File: src/rtl/branch_pc_sequencer.sv
// PC sequencer: owns the PC, fetches over req/ready, issues over valid/stall, redirects on beq/bne.
// Optional macro BRANCH_DELAY_SLOT_EN: fetch/issue instr_pc+4 while the branch is pending.
module branch_pc_sequencer #(
  parameter logic [31:0] RESET_PC = 32'h0000_0000,
  parameter logic [5:0]  OP_BEQ   = 6'h04,
  parameter logic [5:0]  OP_BNE   = 6'h05
) (
  input  logic        clk,
  input  logic        reset,
  input  logic        start,
  output logic        imem_req,
  output logic [31:0] imem_addr,
  input  logic        imem_ready,
  input  logic [31:0] instr,
  output logic        instr_valid,
  output logic [31:0] instr_out,
  output logic [31:0] instr_pc,
  input  logic        stall,
  input  logic        alu_zero,
  input  logic        br_resolve,
  output logic        br_pending,
  output logic [7:0]  br_taken_cnt
);

  typedef enum logic [1:0] {IDLE, FETCH, ISSUE, WAIT_BR} state_t;

  localparam logic [31:0] PC_INIT = {RESET_PC[31:2], 2'b00};

  state_t      state, state_n;
  logic [31:0] pc;
  logic [15:0] off;
  logic        is_br, is_bne;
  logic        cap, adv, redir, br_start;
  logic        taken_now, redir_taken;
  logic [15:0] br_off;
  logic        br_bne;
  logic [31:0] br_base, br_next;
  logic [5:0]  op;

  assign op        = instr[31:26];
  assign imem_addr = pc;

`ifdef BRANCH_DELAY_SLOT_EN
  logic        slot, res_vld, res_taken;
  logic [15:0] br_off_q;
  logic        br_bne_q;
  logic [31:0] br_pc_q;

  // instr_pc/off are overwritten by the slot instruction, so the branch keeps its own copy
  assign br_off      = br_off_q;
  assign br_bne      = br_bne_q;
  assign br_base     = br_pc_q;
  assign redir_taken = res_vld ? res_taken : taken_now;
`else
  assign br_off      = off;
  assign br_bne      = is_bne;
  assign br_base     = instr_pc;
  assign redir_taken = taken_now;
`endif

  assign taken_now = br_bne ? ~alu_zero : alu_zero;
  assign br_next   = redir_taken ? (br_base + 32'd4 + {{14{br_off[15]}}, br_off, 2'b00})
                                 : (br_base + 32'd4);

  always_ff @(posedge clk or negedge reset) begin
    if (!reset) state <= IDLE;
    else        state <= state_n;
  end

  always_comb begin
    state_n     = state;
    cap         = 1'b0;
    adv         = 1'b0;
    redir       = 1'b0;
    br_start    = 1'b0;
    imem_req    = 1'b0;
    instr_valid = 1'b0;
    case (state)
      IDLE: if (start) state_n = FETCH;
      FETCH: begin
        imem_req = 1'b1;
        if (imem_ready) begin
          cap     = 1'b1;
          state_n = ISSUE;
        end
      end
      ISSUE: begin
        instr_valid = 1'b1;
        if (!stall) begin
          if (is_br) begin
            br_start = 1'b1;
`ifdef BRANCH_DELAY_SLOT_EN
            state_n  = FETCH;
`else
            state_n  = WAIT_BR;
`endif
          end
`ifdef BRANCH_DELAY_SLOT_EN
          else if (slot) begin
            // resolve may land in the same cycle the slot is accepted
            if (res_vld || br_resolve) begin
              redir   = 1'b1;
              state_n = start ? FETCH : IDLE;
            end else begin
              state_n = WAIT_BR;
            end
          end
`endif
          else begin
            adv     = 1'b1;
            state_n = start ? FETCH : IDLE;
          end
        end
      end
      WAIT_BR: begin
        if (br_resolve) begin
          redir   = 1'b1;
          state_n = start ? FETCH : IDLE;
        end
      end
      default: state_n = IDLE;
    endcase
  end

  always_ff @(posedge clk or negedge reset) begin
    if (!reset) begin
      pc           <= PC_INIT;
      instr_out    <= '0;
      instr_pc     <= '0;
      off          <= '0;
      is_br        <= 1'b0;
      is_bne       <= 1'b0;
      br_pending   <= 1'b0;
      br_taken_cnt <= '0;
    end else begin
      if (cap) begin
        instr_out <= instr;
        instr_pc  <= pc;
        off       <= instr[15:0];
`ifdef BRANCH_DELAY_SLOT_EN
        is_br     <= ((op == OP_BEQ) || (op == OP_BNE)) && !slot;
`else
        is_br     <= (op == OP_BEQ) || (op == OP_BNE);
`endif
        is_bne    <= (op == OP_BNE);
      end
      if (adv) pc <= pc + 32'd4;
      if (br_start) begin
        br_pending <= 1'b1;
`ifdef BRANCH_DELAY_SLOT_EN
        pc         <= pc + 32'd4;
`endif
      end
      if (redir) begin
        pc         <= br_next;
        br_pending <= 1'b0;
        if (redir_taken) br_taken_cnt <= br_taken_cnt + 8'd1;
      end
    end
  end

`ifdef BRANCH_DELAY_SLOT_EN
  always_ff @(posedge clk or negedge reset) begin
    if (!reset) begin
      slot      <= 1'b0;
      res_vld   <= 1'b0;
      res_taken <= 1'b0;
      br_off_q  <= '0;
      br_bne_q  <= 1'b0;
      br_pc_q   <= '0;
    end else begin
      if (br_start) begin
        slot     <= 1'b1;
        br_pc_q  <= instr_pc;
        br_off_q <= off;
        br_bne_q <= is_bne;
      end
      if (redir) begin
        slot    <= 1'b0;
        res_vld <= 1'b0;
      end else if (br_pending && br_resolve && state != WAIT_BR && !res_vld) begin
        res_vld   <= 1'b1;
        res_taken <= taken_now;
      end
    end
  end
`endif

endmodule
File: config.mk
export PLATFORM = sky130hd
export DESIGN_NAME = branch_pc_sequencer
export DESIGN_NICKNAME = d
export VERILOG_FILES = /design/src/rtl/branch_pc_sequencer.sv
export SDC_FILE = /design/constraint.sdc
export NUM_CORES = 1
export LEC_CHECK = 0
export BUFFER_PORTS_ARGS = -buffer_cell sky130_fd_sc_hd__buf_2
export CORE_MARGIN = 2
export CORE_UTILIZATION = 45
export CTS_CLUSTER_SIZE = 16
export DETAILED_ROUTE_END_ITERATION = 16
export MAX_ROUTING_LAYER = met4
export PLACE_DENSITY = 0.65
export SYNTH_ARGS = -nofsm -noshare
export SYNTH_HDL_FRONTEND = slang
export SYNTH_SLANG_ARGS = --single-unit
File: constraint.sdc
create_clock -name clk -period 3.73 [get_ports clk]
set_input_delay 0.746 -clock clk [delete_from_list [all_inputs] [get_ports clk]]
set_output_delay 0.746 -clock clk [all_outputs]
set_load 0.05 [all_outputs]
After elaboration in Yosys (flattened, before gate mapping)
Index checks and enable logic that the tools add are counted.
Word-level totals
  bits in registers: 125
  input port bits: 39
  output and inout bits: 107
Cells by class
  add/subtract/negate cells: 4
  eq/ne operators: 9
  multiplexer cells: 25
  bitwise logic cells: 1
  reduce and logical (&&, ||, !) cells: 6
Operators with widths (count)
  $mux 32: 3
  $add 32x3->32 const B: 2
  $add 32x32->32: 1
  $mux 1: 16
  $eq 6x3->1 const B: 2
  $mux 2: 5
  $add 8x1->8 const B: 1
  $ne 2x2->1 const B: 4
  $pmux 2 s4: 1
  $eq 2x2->1 const B: 2
  $reduce_and 4->1: 1
  $reduce_bool 2->1: 2
  $eq 2x1->1 const B: 1
  $logic_not 2->1: 1
  $reduce_and 2->1: 1
  $logic_or 1x1->1: 1
  $not 1->1: 1

Logic depth before layout (Yosys ltp)
  depth after elaboration: 5
  mapped depth: 15

Worst setup path before layout
OpenSTA, ideal clock, no wires.
  path kind: reg-to-reg
  start point: register instr_pc[4]
  end point: register pc[31], in the netlist imem_addr[31]
  arrival: 3.508 ns
  required time: 3.650 ns
  setup slack: 0.141 ns
  cell stages (with the launch flop): 15
  clock period less this slack: 3.589 ns
  path through: dfrtp_1 -> and3_1 -> and4_1 -> nand3_1 -> xnor2_1 -> ha_1 -> a21o_1 -> a211oi_2 -> o31ai_2 -> or2_1 -> o211ai_2 -> a21oi_2 -> mux2i_1 -> a32o_1 -> nor3_2
Between the ends
  word-level cells in the longest chain between the ends: 4
Ends and longest elaborated chain
  start, declared: line 17  | output logic [31:0] instr_pc,
  start signal, assigned: line 138  | instr_pc <= pc;
  $add 32x3->32 *: line 62, 63
  $add 32x32->32: line 62  | assign br_next = redir_taken ? (br_base + 32'd4 + {{14{br_off[15]}}, br_off, 2'b00})
  $mux 32 *: line 62
  $mux 32 *: line 154  | if (redir) begin
  end signal, assigned: line 147  | if (adv) pc <= pc + 32'd4;
  end signal, assigned: line 155  | pc <= br_next;
  end, declared: line 30  | logic [31:0] pc;
Mark *: on every way between the ends. The rest lies on a longest branch, timed or not.
A chain may end at the register's enable or synchronous reset.

Worst setup path in the final report
  start point: register instr_pc[5]
  end point: register pc[31], in the netlist imem_addr[31]
Same word-level chain as after synthesis.

==> metrics.md <==
| Metric | Value |
|---|---|
| Worst slew margin | 0.397 |
| Final setup viols | 0 |
| Post-synth ARST share | 1.00 |
| MaxCap Viol Count | 0 |
| Final min period | 3.44 ns |
| Grt peak-use layer | met1 |
| Port bufs | 145 |
| Clk_lat worst skew | 0.36 ns |
| Post-synth EDFFs | 0 |
| Final period utilization | 0.923 |
| Max H-tree Level | 3 |
| Post-synth top cells | nand2_1, dfrtp_1, xnor2_1 |
| Post-Syn Area per Cell | 8.30 um2 |
| TNS Setup | 0 ns |
| Core Area | 0.0152 mm2 |
| Critical Path Source Type | flip-flop |
| Cell Area, Synth | 0.00702 mm2 |
| Met3 Track Usage GR | 0.0387 |
| Clock Skew | 0.0101 ns |
| Top_reg_cell synth | dfrtp_1 |
| Share of cells above drive strength 1 | 0.214 |
| Initial core utilization | 0.462 |
| Met2 Usage GRT | 0.371 |
| Routed WL | 20.0 mm |
| Worst EP arrival | 3.73 ns |
| Top cell type's share of synthesized area | 0.389 |
| Area contributors post-synth | dfrtp_1, nand2_1, ha_1, xnor2_1, xor2_1 |
| Worst setup EP type | flip-flop |
| Critical path type | flip-flop to flip-flop |
| Grt total ovfl | 0 |
| Hold Fails Final Rpt | 0 |
| Clk pin slew, worst setup/hold paths | 0.07 ns |
| Most instantiated library cell after synthesis | nand2_1 |
| Nets | 1066 |
| Area growth, synth to finish | 19.0% |
| DR iter-0 viols | 436 |
| First-pass GRT wire length | 32.6 mm |
| Vias in the first global route | 6137 |
| Vias | 6447 |
| Synth area leader | dfrtp_1 |
| Clk sinks | 109 |
| Die Ht | 129 um |
| Status | finished, final reports clean |
| Post-DP HPWL | 14.9 mm |
| DR DRC count | 0 |
| Min-Delay Path Class | primary input to async pin |
| N_diodes | 0 |
| Sequential share of the synthesized area | 0.389 |
| Cts bufs inserted | 9 |
| DRT Pass-1 Iters | 4 |
| Worst-path fanout max | 6 |
| Final slew viol count | 0 |
| CTS hold repair buffers | 0 |
| Clock root buffer | clkbuf_16 |
| CTS tree | yes |
| Worst Path Required | 4.01 ns |
| Grt met1 use | 0.376 |
| Horiz. Die Dim | 129 um |
| Post-Synthesis Cells | 846 |
| DIE AREA | 0.0166 mm2 |
| Wirelength per Cell | 16.9 um |
| Largest net degree at the start of global routing | 53 |
| Final estimated routing congestion in global placement | 0.949 |
| DR vias/cell | 5.46 |
| Actual slew at the worst max-slew pin | 0.901 ns |
| Fmax | 290 MHz |
| Synthesized flop and latch total | 109 |
| Rows | 45 |
| RSZ-0062 raised after global routing | false |
| Post-Layout Cell Count | 1180 |
| Antenna violations before repair | 0 |
| Syn nets | 925 |
| Warnings from Yosys | 0 |
| Post-synth cell types | 60 |
| Gr usage total | 0.258 |
| Clock buffer depth | 2 |
| Inst Count DP | 1162 |
| Antenna viol nets, final | 0 |
| IO Pins | 146 |
layer usage:
layer / routed length [um] / up-vias / part of all wire
met4: 357 / 0 / 0.018
met5: 0 / - / 0
met2: 8820 / 216 / 0.44
met3: 1270 / 23 / 0.064
met1: 9550 / 3013 / 0.48
li1: - / 3195 / -
cell usage in the layout (no fill, tap or decap), types with 3 or more instances in the layout:
master / instances
dfrtp_2: 4
and3_1: 17
nor2_1: 43
nand2b_1: 5
a211oi_1: 13
buf_2: 144
dfrtp_1: 105
o21ai_0: 26
nand2_1: 251
buf_4: 17
nand3_1: 27
mux2i_1: 5
xnor2_1: 48
nor2b_1: 5
a31oi_1: 8
clkbuf_16: 9
inv_1: 14
nor3_1: 5
and4_1: 4
xor2_1: 35
o21ai_1: 7
inv_6: 3
and2_1: 5
a21o_1: 15
ha_1: 38
a211oi_2: 4
nand4_1: 25
a21oi_1: 38
nor4_1: 4
o211ai_1: 9
o22ai_1: 9
stage by stage:
stage | hold WS [ns] | setup WS, ns | area, um2 | utilization
floorplan | 0.450 | 0.141 | 7020 | -
global placement | 0.454 | 0.334 | 8000 | 0.526
CTS | 0.440 | 0.200 | 8310 | 0.547
finish | 0.408 | 0.287 | 8350 | 0.550
global route | 0.473 | 0.0403 | 8350 | 0.550
detailed placement | 0.460 | 0.199 | 8000 | 0.526
registers in the layout (all words and copies together), names as in the netlist:
name	flops
br_pending	1
br_taken_cnt	8
state	2
is_br	1
br_bne	1
imem_addr	32
instr_pc	32
instr_out	32
kinds of logic after synthesis:
group / Yosys count / synth area share
xor+xnor: 85 / 0.106
mux: 6 / 0.00874
fa+ha+maj: 40 / 0.0724
flops: 109 / 0.389
simple gates: 412 / 0.262
buf+inv: 46 / 0.0255
compound gates: 148 / 0.137
repair_timing:
action	4_1_cts	5_1_grt
setup endpoints to repair	0	8
setup buffers	0	2
hold endpoints to repair	0	0
resized for setup	0	11
critical path, cell delays in order, from the launching register on:
cell and delay [ns]:
dfrtp_1 0.43, and3_2 0.26, and4_2 0.30, nand3_1 0.13, xnor2_2 0.17, ha_1 0.37, a21o_1 0.22, a211oi_2 0.28
o31ai_2 0.10, or2_1 0.26, o211ai_2 0.20, a21oi_2 0.09, mux2i_1 0.14, a32o_1 0.28, nor3_2 0.16
area by class of cell:
cell class	instances	area, um2
clock buffer	10	239
clock inverter	6	75.1
fill	1482	6850
inverter	14	52.6
multi-input combinational	691	4150
sequential	109	2730
tap	188	235
timing repair buffer	162	868
path summary, 6_finish.rpt:
kind	startpoint	to	slack [ns]	cells after the start
min	reset	instr_out[2]	0.41	1
max reg2reg	instr_pc[5]	imem_addr[31]	0.29	14
min reg2reg	br_taken_cnt[7]	br_taken_cnt[7]	0.46	1
max in group asynchronous	reset	instr_out[20]	2.50	2
min in group clk	br_taken_cnt[7]	br_taken_cnt[7]	0.46	1
max	instr_pc[5]	imem_addr[31]	0.29	14
Power is not shown: default switching activity piles up to over one toggle a cycle in this logic, so the estimate is an artifact.
